===== config.mk =====
export PLATFORM = sky130hd
export DESIGN_NAME = csa_sub_pipe
export DESIGN_NICKNAME = d
export VERILOG_FILES = /design/src/rtl/csa_sub_pipe.sv
export SDC_FILE = /design/constraint.sdc
export NUM_CORES = 1
export LEC_CHECK = 0
export CAP_MARGIN = 20
export CORE_MARGIN = 5
export CORE_UTILIZATION = 30
export DETAILED_ROUTE_END_ITERATION = 10
export PLACE_DENSITY_LB_ADDON = 0.2
export SETUP_SLACK_MARGIN = 0.1
export SLEW_MARGIN = 20
export SYNTH_ARGS = -nofsm -noshare
export SYNTH_HDL_FRONTEND = slang
export SYNTH_SLANG_ARGS = --single-unit
export TNS_END_PERCENT = 30

===== constraint.sdc =====
create_clock -name i_clk -period 3.5 [get_ports i_clk]
set_input_delay 0.35 -clock i_clk [delete_from_list [all_inputs] [get_ports i_clk]]
set_output_delay 0.35 -clock i_clk [all_outputs]
set_load 0.005 [all_outputs]

===== src/rtl/csa_sub_pipe.sv =====
// ============================================================================
//  Module   : csa_sub_pipe
//  Function : Pipelined carry-select subtractor, diff = a + ~b + 1, one
//             4-bit carry-select segment per stage, valid/ready handshake.
//             Optional macro CSA_SUB_SAT_EN clamps o_diff on signed overflow.
//  Revision : 1.0  initial release
// ============================================================================
`default_nettype none

module csa_sub_pipe #(
    parameter int WIDTH = 12
) (
    input  logic             i_clk,
    input  logic             i_rst_n,
    input  logic             i_valid,
    output logic             o_ready,
    input  logic [WIDTH-1:0] i_sub_term1,
    input  logic [WIDTH-1:0] i_sub_term2,
    output logic             o_valid,
    input  logic             i_ready,
    output logic [WIDTH-1:0] o_diff,
    output logic             o_borrow,
    output logic             o_ovf
);

    localparam int SEG = WIDTH / 4;

    logic             w_adv;
    logic             r_out_vld;
    logic [WIDTH-1:0] r_out_diff;
    logic             r_out_borrow;
    logic             r_out_ovf;

    // A single enable for the whole pipe keeps bubbles in place under stall.
    assign w_adv   = !r_out_vld || i_ready;
    assign o_ready = w_adv;

    // Stages 0..SEG-2: one segment each, unprocessed upper operand bits skewed along.
    genvar k;
    generate
        for (k = 0; k < SEG - 1; k++) begin : g_stage
            localparam int HW = WIDTH - 4 * (k + 1);

            logic [3:0]     w_a_seg;
            logic [3:0]     w_b_seg;
            logic [HW-1:0]  w_a_rest;
            logic [HW-1:0]  w_b_rest;
            logic           w_cin;
            logic           w_vin;
            logic [4:0]     w_sum0;
            logic [4:0]     w_sum1;
            logic [4:0]     w_sel;
            logic [4*k+3:0] w_d_next;

            logic           r_v;
            logic           r_c;
            logic [4*k+3:0] r_d;
            logic [HW-1:0]  r_a_hi;
            logic [HW-1:0]  r_b_hi;

            if (k == 0) begin : g_first
                assign w_a_seg  = i_sub_term1[3:0];
                assign w_b_seg  = i_sub_term2[3:0];
                assign w_a_rest = i_sub_term1[WIDTH-1:4];
                assign w_b_rest = i_sub_term2[WIDTH-1:4];
                assign w_cin    = 1'b1;
                assign w_vin    = i_valid;
                assign w_d_next = w_sel[3:0];
            end else begin : g_next
                assign w_a_seg  = g_stage[k-1].r_a_hi[3:0];
                assign w_b_seg  = g_stage[k-1].r_b_hi[3:0];
                assign w_a_rest = g_stage[k-1].r_a_hi[HW+3:4];
                assign w_b_rest = g_stage[k-1].r_b_hi[HW+3:4];
                assign w_cin    = g_stage[k-1].r_c;
                assign w_vin    = g_stage[k-1].r_v;
                assign w_d_next = {w_sel[3:0], g_stage[k-1].r_d};
            end

            assign w_sum0 = {1'b0, w_a_seg} + {1'b0, ~w_b_seg};
            assign w_sum1 = {1'b0, w_a_seg} + {1'b0, ~w_b_seg} + 5'd1;
            assign w_sel  = w_cin ? w_sum1 : w_sum0;

            always_ff @(posedge i_clk or negedge i_rst_n) begin
                if (!i_rst_n) begin
                    r_v    <= 1'b0;
                    r_c    <= 1'b0;
                    r_d    <= '0;
                    r_a_hi <= '0;
                    r_b_hi <= '0;
                end else if (w_adv) begin
                    r_v    <= w_vin;
                    r_c    <= w_sel[4];
                    r_d    <= w_d_next;
                    r_a_hi <= w_a_rest;
                    r_b_hi <= w_b_rest;
                end
            end
        end
    endgenerate

    // Final segment: also derives the flags and the optional clamp before registering.
    logic [3:0]       w_a_top;
    logic [3:0]       w_b_top;
    logic [4:0]       w_top0;
    logic [4:0]       w_top1;
    logic [4:0]       w_top_sel;
    logic [WIDTH-1:0] w_diff_raw;
    logic [WIDTH-1:0] w_diff_fin;
    logic             w_ovf;

    assign w_a_top    = g_stage[SEG-2].r_a_hi;
    assign w_b_top    = g_stage[SEG-2].r_b_hi;
    assign w_top0     = {1'b0, w_a_top} + {1'b0, ~w_b_top};
    assign w_top1     = {1'b0, w_a_top} + {1'b0, ~w_b_top} + 5'd1;
    assign w_top_sel  = g_stage[SEG-2].r_c ? w_top1 : w_top0;
    assign w_diff_raw = {w_top_sel[3:0], g_stage[SEG-2].r_d};
    assign w_ovf      = (w_a_top[3] != w_b_top[3]) && (w_diff_raw[WIDTH-1] != w_a_top[3]);

`ifdef CSA_SUB_SAT_EN
    localparam logic [WIDTH-1:0] C_MAX_POS = {1'b0, {(WIDTH-1){1'b1}}};
    localparam logic [WIDTH-1:0] C_MAX_NEG = {1'b1, {(WIDTH-1){1'b0}}};
    assign w_diff_fin = !w_ovf ? w_diff_raw : (w_a_top[3] ? C_MAX_NEG : C_MAX_POS);
`else
    assign w_diff_fin = w_diff_raw;
`endif

    always_ff @(posedge i_clk or negedge i_rst_n) begin
        if (!i_rst_n) begin
            r_out_vld    <= 1'b0;
            r_out_diff   <= '0;
            r_out_borrow <= 1'b0;
            r_out_ovf    <= 1'b0;
        end else if (w_adv) begin
            r_out_vld    <= g_stage[SEG-2].r_v;
            r_out_diff   <= w_diff_fin;
            r_out_borrow <= ~w_top_sel[4];
            r_out_ovf    <= w_ovf;
        end
    end

    assign o_valid  = r_out_vld;
    assign o_diff   = r_out_diff;
    assign o_borrow = r_out_borrow;
    assign o_ovf    = r_out_ovf;

endmodule

`default_nettype wire


==> results of run 1 <==
## sequential cells by signal, indices dropped and copies added (netlist names)
name            cells
o_borrow            1
o_diff             12
g_stage.r_a_hi     12
g_stage.r_b_hi     12
o_valid             1
g_stage.r_v         2
o_ovf               1
g_stage.r_d        12
g_stage.r_c         2
## cells in the final DEF, fill, tap and decap left out, drive strengths merged, types with 2 or more instances in the layout
| cell type | n |
|---|---|
| nand2 | 108 |
| dfrtp | 55 |
| clkdlybuf4s50 | 42 |
| inv | 18 |
| o21ai | 15 |
| ha | 14 |
| nor2 | 11 |
| a21oi | 11 |
| clkbuf | 7 |
| xnor2 | 4 |
| nand3 | 4 |
| nor2b | 4 |
| buf | 4 |
| a21boi | 3 |
| fa | 3 |
| xor2 | 2 |
| o31ai | 2 |
| nor3 | 2 |
| a211oi | 2 |
| nor4 | 2 |
| nand2b | 2 |
| o31a | 2 |
| a21o | 2 |
## power by group through the flow
stage | clock network, mW | registers (mW) | logic, mW
after detailed placement | 0 | 1.02 | 1.15
after CTS | 0.357 | 1.01 | 1.16
after floorplan | 0 | 1.00 | 0.778
after global placement | 0 | 1.02 | 1.15
after global routing | 0.383 | 1.04 | 1.31
final | 0.335 | 1.00 | 1.13
## metal layers
| metal | global-route usage (%) | up-vias |
|---|---|---|
| met2 | 15.85 | 33 |
| met4 | 3.608 | 0 |
| met3 | 2.669 | 5 |
| li1 | - | 1017 |
| met1 | 13.52 | 905 |
| met5 | 0 | - |
## how the worst max path moves through the flow
stage / end / slack [ns] / cells past startpoint
after global routing: g_stage[1].r_c / 0.84 / 10
after global placement: g_stage[1].r_c / 1.20 / 10
after detailed placement: g_stage[1].r_c / 1.07 / 9
after floorplan: g_stage[1].r_c / 1.29 / 9
final: g_stage[1].r_c / 1.09 / 9
after CTS: g_stage[1].r_c / 1.06 / 9
## synthesized netlist by cell type (3+ instances only)
| cell | instances | share of area (%) |
|---|---|---|
| nor2_1 | 11 | 1.6 |
| nor2b_1 | 4 | 0.94 |
| dfrtp_1 | 55 | 52 |
| ha_1 | 14 | 6.6 |
| nand3_1 | 4 | 0.75 |
| nand2_1 | 108 | 15 |
| xnor2_1 | 4 | 1.3 |
| a21oi_1 | 11 | 2.1 |
| a21boi_0 | 3 | 0.85 |
| clkbuf_1 | 8 | 1.1 |
| fa_1 | 3 | 2.3 |
| buf_1 | 3 | 0.42 |
| o21ai_0 | 15 | 2.8 |
| inv_1 | 17 | 2.4 |
## kinds of logic after synthesis
kind of cell | after synthesis | synth area share (%)
multiplexers | 2 | 0.7985
XOR/XNOR | 8 | 3.710
adder cells (fa/ha/maj) | 17 | 8.831
flip-flops | 55 | 51.67
buffers and inverters | 30 | 4.274
AO/OA/AOI/OAI | 41 | 9.441
AND/OR/NAND/NOR | 138 | 21.28
## per-stage QoR
stage	cells	util [%]
4_1_cts	441	37.90
5_1_grt	441	37.90
3_5_place_dp	433	36.97
6_report	441	37.90
3_3_place_gp	433	36.97
2_1_floorplan	291	-
## area by class of cell
cell class,instances,area (um^2)
flip-flops and latches,55,1376
repair buffers,46,447.9
fillers,933,5389
clock buffers,7,76.32
clock inverters,1,5.005
multi-input cells,206,1181
well taps,108,135.1
inverters,18,67.56
==> impl_metrics.env, run 1 <==
export IMPL_r2r_slack_ns=1.09
export IMPL_diodes=0
export IMPL_fin_crit_sh_pct=68.86
export IMPL_cts_tree="yes"
export IMPL_hpwl_mm=3.689
export IMPL_status="finished, final reports clean"
export IMPL_crit_path_top_delay_cell="a2111oi_0"
export IMPL_fp_dieH_um=104.2
export IMPL_post_cts_buffers=0
export IMPL_start_util_pct=30.69
export IMPL_crit_type="reg -> reg"
export IMPL_fmax_mhz=414.9
export IMPL_globalplace_congestion=0.8078
export IMPL_finalHoldViolations=0
export IMPL_postCtsResizedCells=0
export IMPL_clkTransAtPathRegs_ns=0.09
export IMPL_reg2regPathDepth=9
export IMPL_grt_total_usage_pct=10.13
export IMPL_rsz0062_at_grt="false"
export IMPL_power_frac_comb_pct=45.8
export IMPL_post_dp_cell_area_um2=3208
export IMPL_ys_seq_elements=55
export IMPL_yosysUniqueCellTypes=38
export IMPL_cp_arrival_ns=2.60
export IMPL_hold_path_class="in -> async"
export IMPL_critical_path_startpoint="g_stage[0].r_a_hi[0]"
export IMPL_place_ws_ns=1.074
export IMPL_vias=1960
export IMPL_p_leak_nw=1.588
export IMPL_grt_ovfl_total=0
export IMPL_switching_share_pct=34.91
export IMPL_insertion_delay_ns=0.30
export IMPL_cp_end_kind="flop"
export IMPL_synthCells=291
export IMPL_detail_route_antenna_nets=0
export IMPL_drc=0
export IMPL_drtIter0Drc=35
export IMPL_dieArea_um2=10860
export IMPL_setup_violations_final=0
export IMPL_power_density_nw_per_um2=751.9
export IMPL_setup_ws_ns=1.090
export IMPL_critical_path_required_ns=3.69
export IMPL_crit_family="compound AO/OA/AOI/OAI gates"
export IMPL_grt_max_degree=48
export IMPL_cts_buffers_inserted=5
export IMPL_synth_flop_cell="dfrtp_1"
export IMPL_die_x_um=104.2
export IMPL_final_setup_skew_ns=0.005937
export IMPL_coreArea_um2=8678
export IMPL_fin_area_um2=3289
export IMPL_power_frac_seq_pct=40.6
export IMPL_max_stage_delay_ns=0.52
export IMPL_drive_above_1_share_pct=4.505
export IMPL_clockBufferDepth=2
export IMPL_synth_async_sr_flop_share_pct=100.0
export IMPL_worstReg2RegStart="g_stage[0].r_a_hi[0]"
export IMPL_dr_pass1_iters=3
export IMPL_p_sw_uw=863.5
export IMPL_vdd_ir_drop_max_v=0.0002413
export IMPL_rows=34
export IMPL_fin_crit_ns=2.410
export IMPL_grt_pass1_wl_mm=9.287
export IMPL_clockPowerShare_pct=13.6
export IMPL_ys_warn_count=0
export IMPL_port_buffers=43
export IMPL_drt_total_wl_mm=5.081
export IMPL_whs_ns=0.004751
export IMPL_htree_levels=2
export IMPL_top_layer_used="met4"
export IMPL_crit_chain="ha_1 -> inv_1 -> fa_1 -> inv_1 -> ha_1 -> nand2_1 -> a2111oi_0 -> o221a_2 -> a211oi_1"
export IMPL_yosysSeqAreaShare_pct=51.67
export IMPL_met2_length_mm=2.200
export IMPL_postCtsHoldBufs=0
export IMPL_tightest_slew_ns=0.5695
export IMPL_avgSynthCellArea_um2=9.154
export IMPL_slew_viol_final=0
export IMPL_max_cap_viol_count=0
export IMPL_wl_per_cell_um=11.52
export IMPL_critPathBufInv=2
export IMPL_wl_met3_um=244
export IMPL_wl_met1_mm=2.546
export IMPL_synth_area_um2=2664
export IMPL_worstSetupStartpointType="flop"
export IMPL_power_mw=2.473
export IMPL_cts_root_buf="clkbuf_8"
export IMPL_synth_edf_count=0
export IMPL_antenna_found_initial=0
export IMPL_cts_sinks=55
export IMPL_timing_slew_headroom_pct=61.05
export IMPL_ios=44
export IMPL_regToRegEndpoint="g_stage[1].r_c"
export IMPL_crit_path_max_fanout=3
export IMPL_finalNetCount=377
export IMPL_syn_nets=336
export IMPL_tns_ns=0
export IMPL_intPower_mw=1.610
export IMPL_grt_pass1_vias=2028
export IMPL_synthToLayoutAreaGrowth_pct=23.49
export IMPL_viasPerCell=4.444
Note: power is estimated with default switching activity, not from simulation.
==> run 2, diff against run 1 <==
Clock period 3.5 ns to 2.3 ns, I/O delays scaled along.
==> run 2 against run 1 <==
Total power up 68%. Worst hold slack better by 0.057 ns. Critical path depth down 2. Largest cell class unchanged.
==> impl_metrics.env, run 2 (synthesis results as in run 1) <==
export IMPL_fp_dieH_um=104.2
export IMPL_fin_cells=448
export IMPL_coreArea_um2=8678
export IMPL_dp_cells=434
export IMPL_detail_route_antenna_nets=0
export IMPL_port_buffers=43
export IMPL_htree_levels=2
export IMPL_drc=0
export IMPL_cp_end_kind="flop"
export IMPL_post_dp_cell_area_um2=3242
export IMPL_start_util_pct=30.69
export IMPL_slew_viol_final=0
export IMPL_drt_total_wl_mm=5.382
export IMPL_tns_ns=0
export IMPL_power_density_nw_per_um2=1200
export IMPL_place_ws_ns=-0.01963
export IMPL_grt_ovfl_total=0
export IMPL_wl_per_cell_um=12.01
export IMPL_worstSetupStartpointType="flop"
export IMPL_hold_path_class="in -> async"
export IMPL_drive_above_1_share_pct=10.29
export IMPL_finalHoldViolations=0
export IMPL_setup_violations_final=0
export IMPL_fin_crit_sh_pct=93.92
export IMPL_postCtsHoldBufs=0
export IMPL_grt_pass1_wl_mm=9.508
export IMPL_status="finished, final reports clean"
export IMPL_insertion_delay_ns=0.30
export IMPL_tightest_slew_ns=0.7153
export IMPL_synthToLayoutAreaGrowth_pct=30.34
export IMPL_cts_root_buf="clkbuf_8"
export IMPL_antenna_found_initial=0
export IMPL_cts_sinks=55
export IMPL_cts_tree="yes"
export IMPL_dieArea_um2=10860
export IMPL_grt_total_usage_pct=10.38
export IMPL_dr_pass1_iters=4
export IMPL_diodes=0
export IMPL_fin_crit_ns=2.160
export IMPL_final_cell_mix="107 x nand2_1, 55 x dfrtp_1, 42 x clkdlybuf4s50_1, 15 x inv_1, 15 x o21ai_0"
export IMPL_clockBufferDepth=2
export IMPL_cp_arrival_ns=2.35
export IMPL_fin_area_um2=3472
export IMPL_viasPerCell=4.493
export IMPL_power_mw=4.165
export IMPL_rsz0062_at_grt="true"
export IMPL_clkTransAtPathRegs_ns=0.10
export IMPL_vias=2013
export IMPL_r2r_slack_ns=0.14
export IMPL_crit_path_max_fanout=2
export IMPL_max_cap_viol_count=0
export IMPL_vdd_ir_drop_max_v=0.0003187
export IMPL_critical_path_required_ns=2.49
export IMPL_globalplace_congestion=0.8094
export IMPL_hpwl_mm=3.731
export IMPL_cts_buffers_inserted=5
export IMPL_drtIter0Drc=74
export IMPL_final_common_cell="nand2_1"
export IMPL_p_leak_nw=1.671
export IMPL_ios=44
export IMPL_timing_slew_headroom_pct=52.31
export IMPL_n_fill_cell=898
export IMPL_fmax_mhz=462.9
export IMPL_rows=34
export IMPL_die_x_um=104.2
export IMPL_grt_max_degree=56
export IMPL_finalNetCount=384
export IMPL_grt_pass1_vias=2059
export IMPL_final_setup_skew_ns=0.006904
export IMPL_crit_type="reg -> reg"
export IMPL_setup_ws_ns=0.1398
## run 2: cell count changes in the layout (fill, tap and decap cells not counted), moves of 2 or more
cell,before,now
buf_4,3,8
inv_1,17,15
buf_12,0,2
ha_1,14,10
clkbuf_1,2,0
ha_2,0,3
inv_2,1,3
## run 2: layer usage
metal  wire length [um]  GRT usage [%]  vias up
met5                  0              0        -
met4                 70          3.515        0
met3                238          2.980        4
met2               2391          15.98       38
met1               2681          13.96      943
li1                   -              -     1028
## run 2: worst max-delay path, stage by stage (launching register included)
cell and delay (ns):
dfrtp_1 0.39, ha_2 0.18, fa_1 0.51, ha_2 0.17, nand2_1 0.06, or2_1 0.23
o31a_1 0.24, o31a_1 0.27
## run 2: final timing paths
check,startpoint,endpoint,cells after the start
min,i_rst_n,o_diff[2],2
max in group asynchronous,i_rst_n,g_stage[0].r_v,2
max reg2reg,g_stage[1].r_a_hi[0],o_borrow,7
max,g_stage[1].r_a_hi[0],o_borrow,7
min in group i_clk,i_sub_term2[10],g_stage[0].r_b_hi[6],3
min reg2reg,g_stage[1].r_v,o_valid,1
## run 2: area by class of cell
| type | count | area, um^2 | area share (%) |
|---|---|---|---|
| multi-input combinational | 206 | 1250 | 36.00 |
| timing repair buffer | 53 | 525.5 | 15.14 |
| tap | 108 | 135.1 | 3.892 |
| clock buffer | 6 | 82.58 | 2.378 |
| sequential | 55 | 1376 | 39.64 |
| clock inverter | 2 | 35.03 | 1.009 |
| inverter | 18 | 67.56 | 1.946 |
## run 2: timing repair
action,CTS,global route
pin swaps,4,8
cloned,0,0
setup endpoints to repair,2,2
buffers inserted,4,2
gates resized for setup,4,10
## run 2: report_power, final
| group | internal, mW | leakage (nW) | switching [mW] | total (mW) |
|---|---|---|---|---|
| Sequential | 1.33 | 0.656 | 0.198 | 1.53 |
| Combinational | 1.04 | 0.954 | 0.933 | 1.97 |
| Clock | 0.353 | 0.0612 | 0.308 | 0.661 |
| Total | 2.73 | 1.67 | 1.44 | 4.16 |
## run 2: metrics by stage
step	hold WS, ns	util (%)
floorplan	-0.06559	-
global placement	0.4204	37.36
global route	0.1248	40.01
finish	0.06132	40.01
detailed placement	0.4260	37.36
CTS	0.08523	39.32
==> run 3, diff against run 2 <==
Settings changed: CTS_CLUSTER_DIAMETER from default to 200, SKIP_CTS_REPAIR_TIMING from default to 1.
==> run 3 against run 2 <==
Setup slack lost 0.078 ns. First-iteration DRC count shrank 4.1%. Critical path type unchanged. Worst hold slack lost 0.00053 ns. Utilization shrank 0.37 points. Cell count shrank 0.67%. Highest routed layer unchanged. Largest power group unchanged.
==> impl_metrics.env, run 3 (synthesis results as in run 1) <==
export IMPL_status="finished, final reports clean"
export IMPL_drc=0
export IMPL_tightest_slew_ns=0.7127
export IMPL_drt_total_wl_mm=5.369
export IMPL_fin_area_um2=3440
export IMPL_fin_crit_ns=2.238
export IMPL_regToRegEndpoint="o_borrow"
export IMPL_max_cap_viol_count=0
export IMPL_crit_path_max_fanout=3
export IMPL_power_density_nw_per_um2=1205
export IMPL_ios=44
export IMPL_worstSetupStartpointType="flop"
export IMPL_p_leak_nw=1.638
export IMPL_hold_path_class="in -> async"
export IMPL_grt_total_usage_pct=10.27
export IMPL_detail_route_antenna_nets=0
export IMPL_dieArea_um2=10860
export IMPL_crit_type="reg -> reg"
export IMPL_grt_max_degree=56
export IMPL_fin_crit_sh_pct=97.30
export IMPL_vdd_ir_drop_max_v=0.0003193
export IMPL_n_fill_cell=908
export IMPL_drive_above_1_share_pct=8.902
export IMPL_cts_root_buf="clkbuf_8"
export IMPL_cp_arrival_ns=2.43
export IMPL_diodes=0
export IMPL_clockBufferDepth=2
export IMPL_setup_violations_final=0
export IMPL_wl_per_cell_um=12.07
export IMPL_reg2regPathDepth=7
export IMPL_timing_slew_headroom_pct=52.49
export IMPL_rsz0062_at_grt="true"
export IMPL_finalHoldViolations=0
export IMPL_regArea_um2=1376
export IMPL_fp_dieH_um=104.2
export IMPL_final_setup_skew_ns=0.007890
export IMPL_final_common_cell="nand2_1"
export IMPL_clkTransAtPathRegs_ns=0.10
export IMPL_vias=1994
export IMPL_multi_input_area_um2=1240
export IMPL_die_x_um=104.2
export IMPL_finalNetCount=381
export IMPL_cp_end_kind="flop"
export IMPL_cts_sinks=55
export IMPL_hpwl_mm=3.731
export IMPL_port_buffers=43
export IMPL_antenna_found_initial=0
export IMPL_coreArea_um2=8678
export IMPL_rows=34
export IMPL_cts_buffers_inserted=5
export IMPL_start_util_pct=30.69
export IMPL_synthToLayoutAreaGrowth_pct=29.12
export IMPL_htree_levels=2
export IMPL_grt_pass1_vias=2043
export IMPL_cts_tree="yes"
export IMPL_final_cell_mix="107 x nand2_1, 55 x dfrtp_1, 42 x clkdlybuf4s50_1, 16 x inv_1, 15 x o21ai_0"
export IMPL_r2r_slack_ns=0.06
export IMPL_critical_path_required_ns=2.49
export IMPL_globalplace_congestion=0.8094
export IMPL_dr_pass1_iters=4
export IMPL_grt_pass1_wl_mm=9.411
export IMPL_viasPerCell=4.481
export IMPL_fmax_mhz=446.8
export IMPL_insertion_delay_ns=0.30
export IMPL_grt_ovfl_total=0
export IMPL_post_dp_cell_area_um2=3242
export IMPL_slew_viol_final=0
export IMPL_whs_ns=0.06079
export IMPL_worstReg2RegStart="g_stage[1].r_a_hi[0]"
export IMPL_drtIter0Drc=71
[run 3: cell types whose count changed in the layout (fill, tap and decap cells not counted), sizes merged]
| cell | before | now |
|---|---|---|
| buf | 11 | 8 |
[run 3: final cells by class]
class | count | share of cell area (%)
clock inverter | 2 | 1.019
inverter | 18 | 1.964
multi-input combinational | 206 | 36.05
sequential | 55 | 40.01
tap | 108 | 3.929
timing repair buffer | 50 | 14.62
clock buffer | 6 | 2.401
[run 3: critical path: stages, from the launching register on]
cell and delay (ns):
dfrtp_1 0.42, ha_4 0.18, fa_1 0.55, ha_2 0.18
nand2_2 0.05, or2_4 0.26, o31a_1 0.25, o31a_1 0.24
[run 3: layer usage]
layer  global-route usage [%]  up-vias  part of all wire (%)
met5                        0        -                     0
met4                    3.700        0                   1.5
met3                    2.980        6                   4.5
met2                    15.66       39                    44
met1                    13.85      925                    50
li1                         -     1024                     -
[run 3: how the worst max path moves through the flow]
stage	start	to	slack (ns)	cells after the start
2_1_floorplan	g_stage[1].r_a_hi[0]	o_borrow	0.1	7
4_1_cts	g_stage[0].r_b_hi[0]	g_stage[1].r_c	-0.04	10
3_3_place_gp	g_stage[1].r_a_hi[0]	o_borrow	0.06	7
5_1_grt	g_stage[1].r_a_hi[0]	o_borrow	0.009	7
6_report	g_stage[1].r_a_hi[0]	o_borrow	0.06	7
3_5_place_dp	g_stage[0].r_b_hi[0]	g_stage[1].r_c	-0.02	10
[run 3: where the power goes]
part | leakage [nW] | internal, mW | switching [mW]
Sequential | 0.656 | 1.33 | 0.200
Combinational | 0.921 | 1.02 | 0.927
Clock | 0.0612 | 0.353 | 0.312
[run 3: per-stage QoR]
step | util [%] | cells | setup WS, ns | TNS [ns] | total power [mW]
final | 39.63 | 445 | 0.06209 | 0 | 4.144
after global routing | 39.63 | 445 | 0.008813 | 0 | 4.514
after CTS | 38.71 | 442 | -0.03847 | -0.06179 | 4.063
after detailed placement | 37.36 | 434 | -0.01963 | -0.02216 | 3.376
after global placement | 37.36 | 434 | 0.06391 | 0 | 3.337
after floorplan | - | 291 | 0.09879 | 0 | 2.708
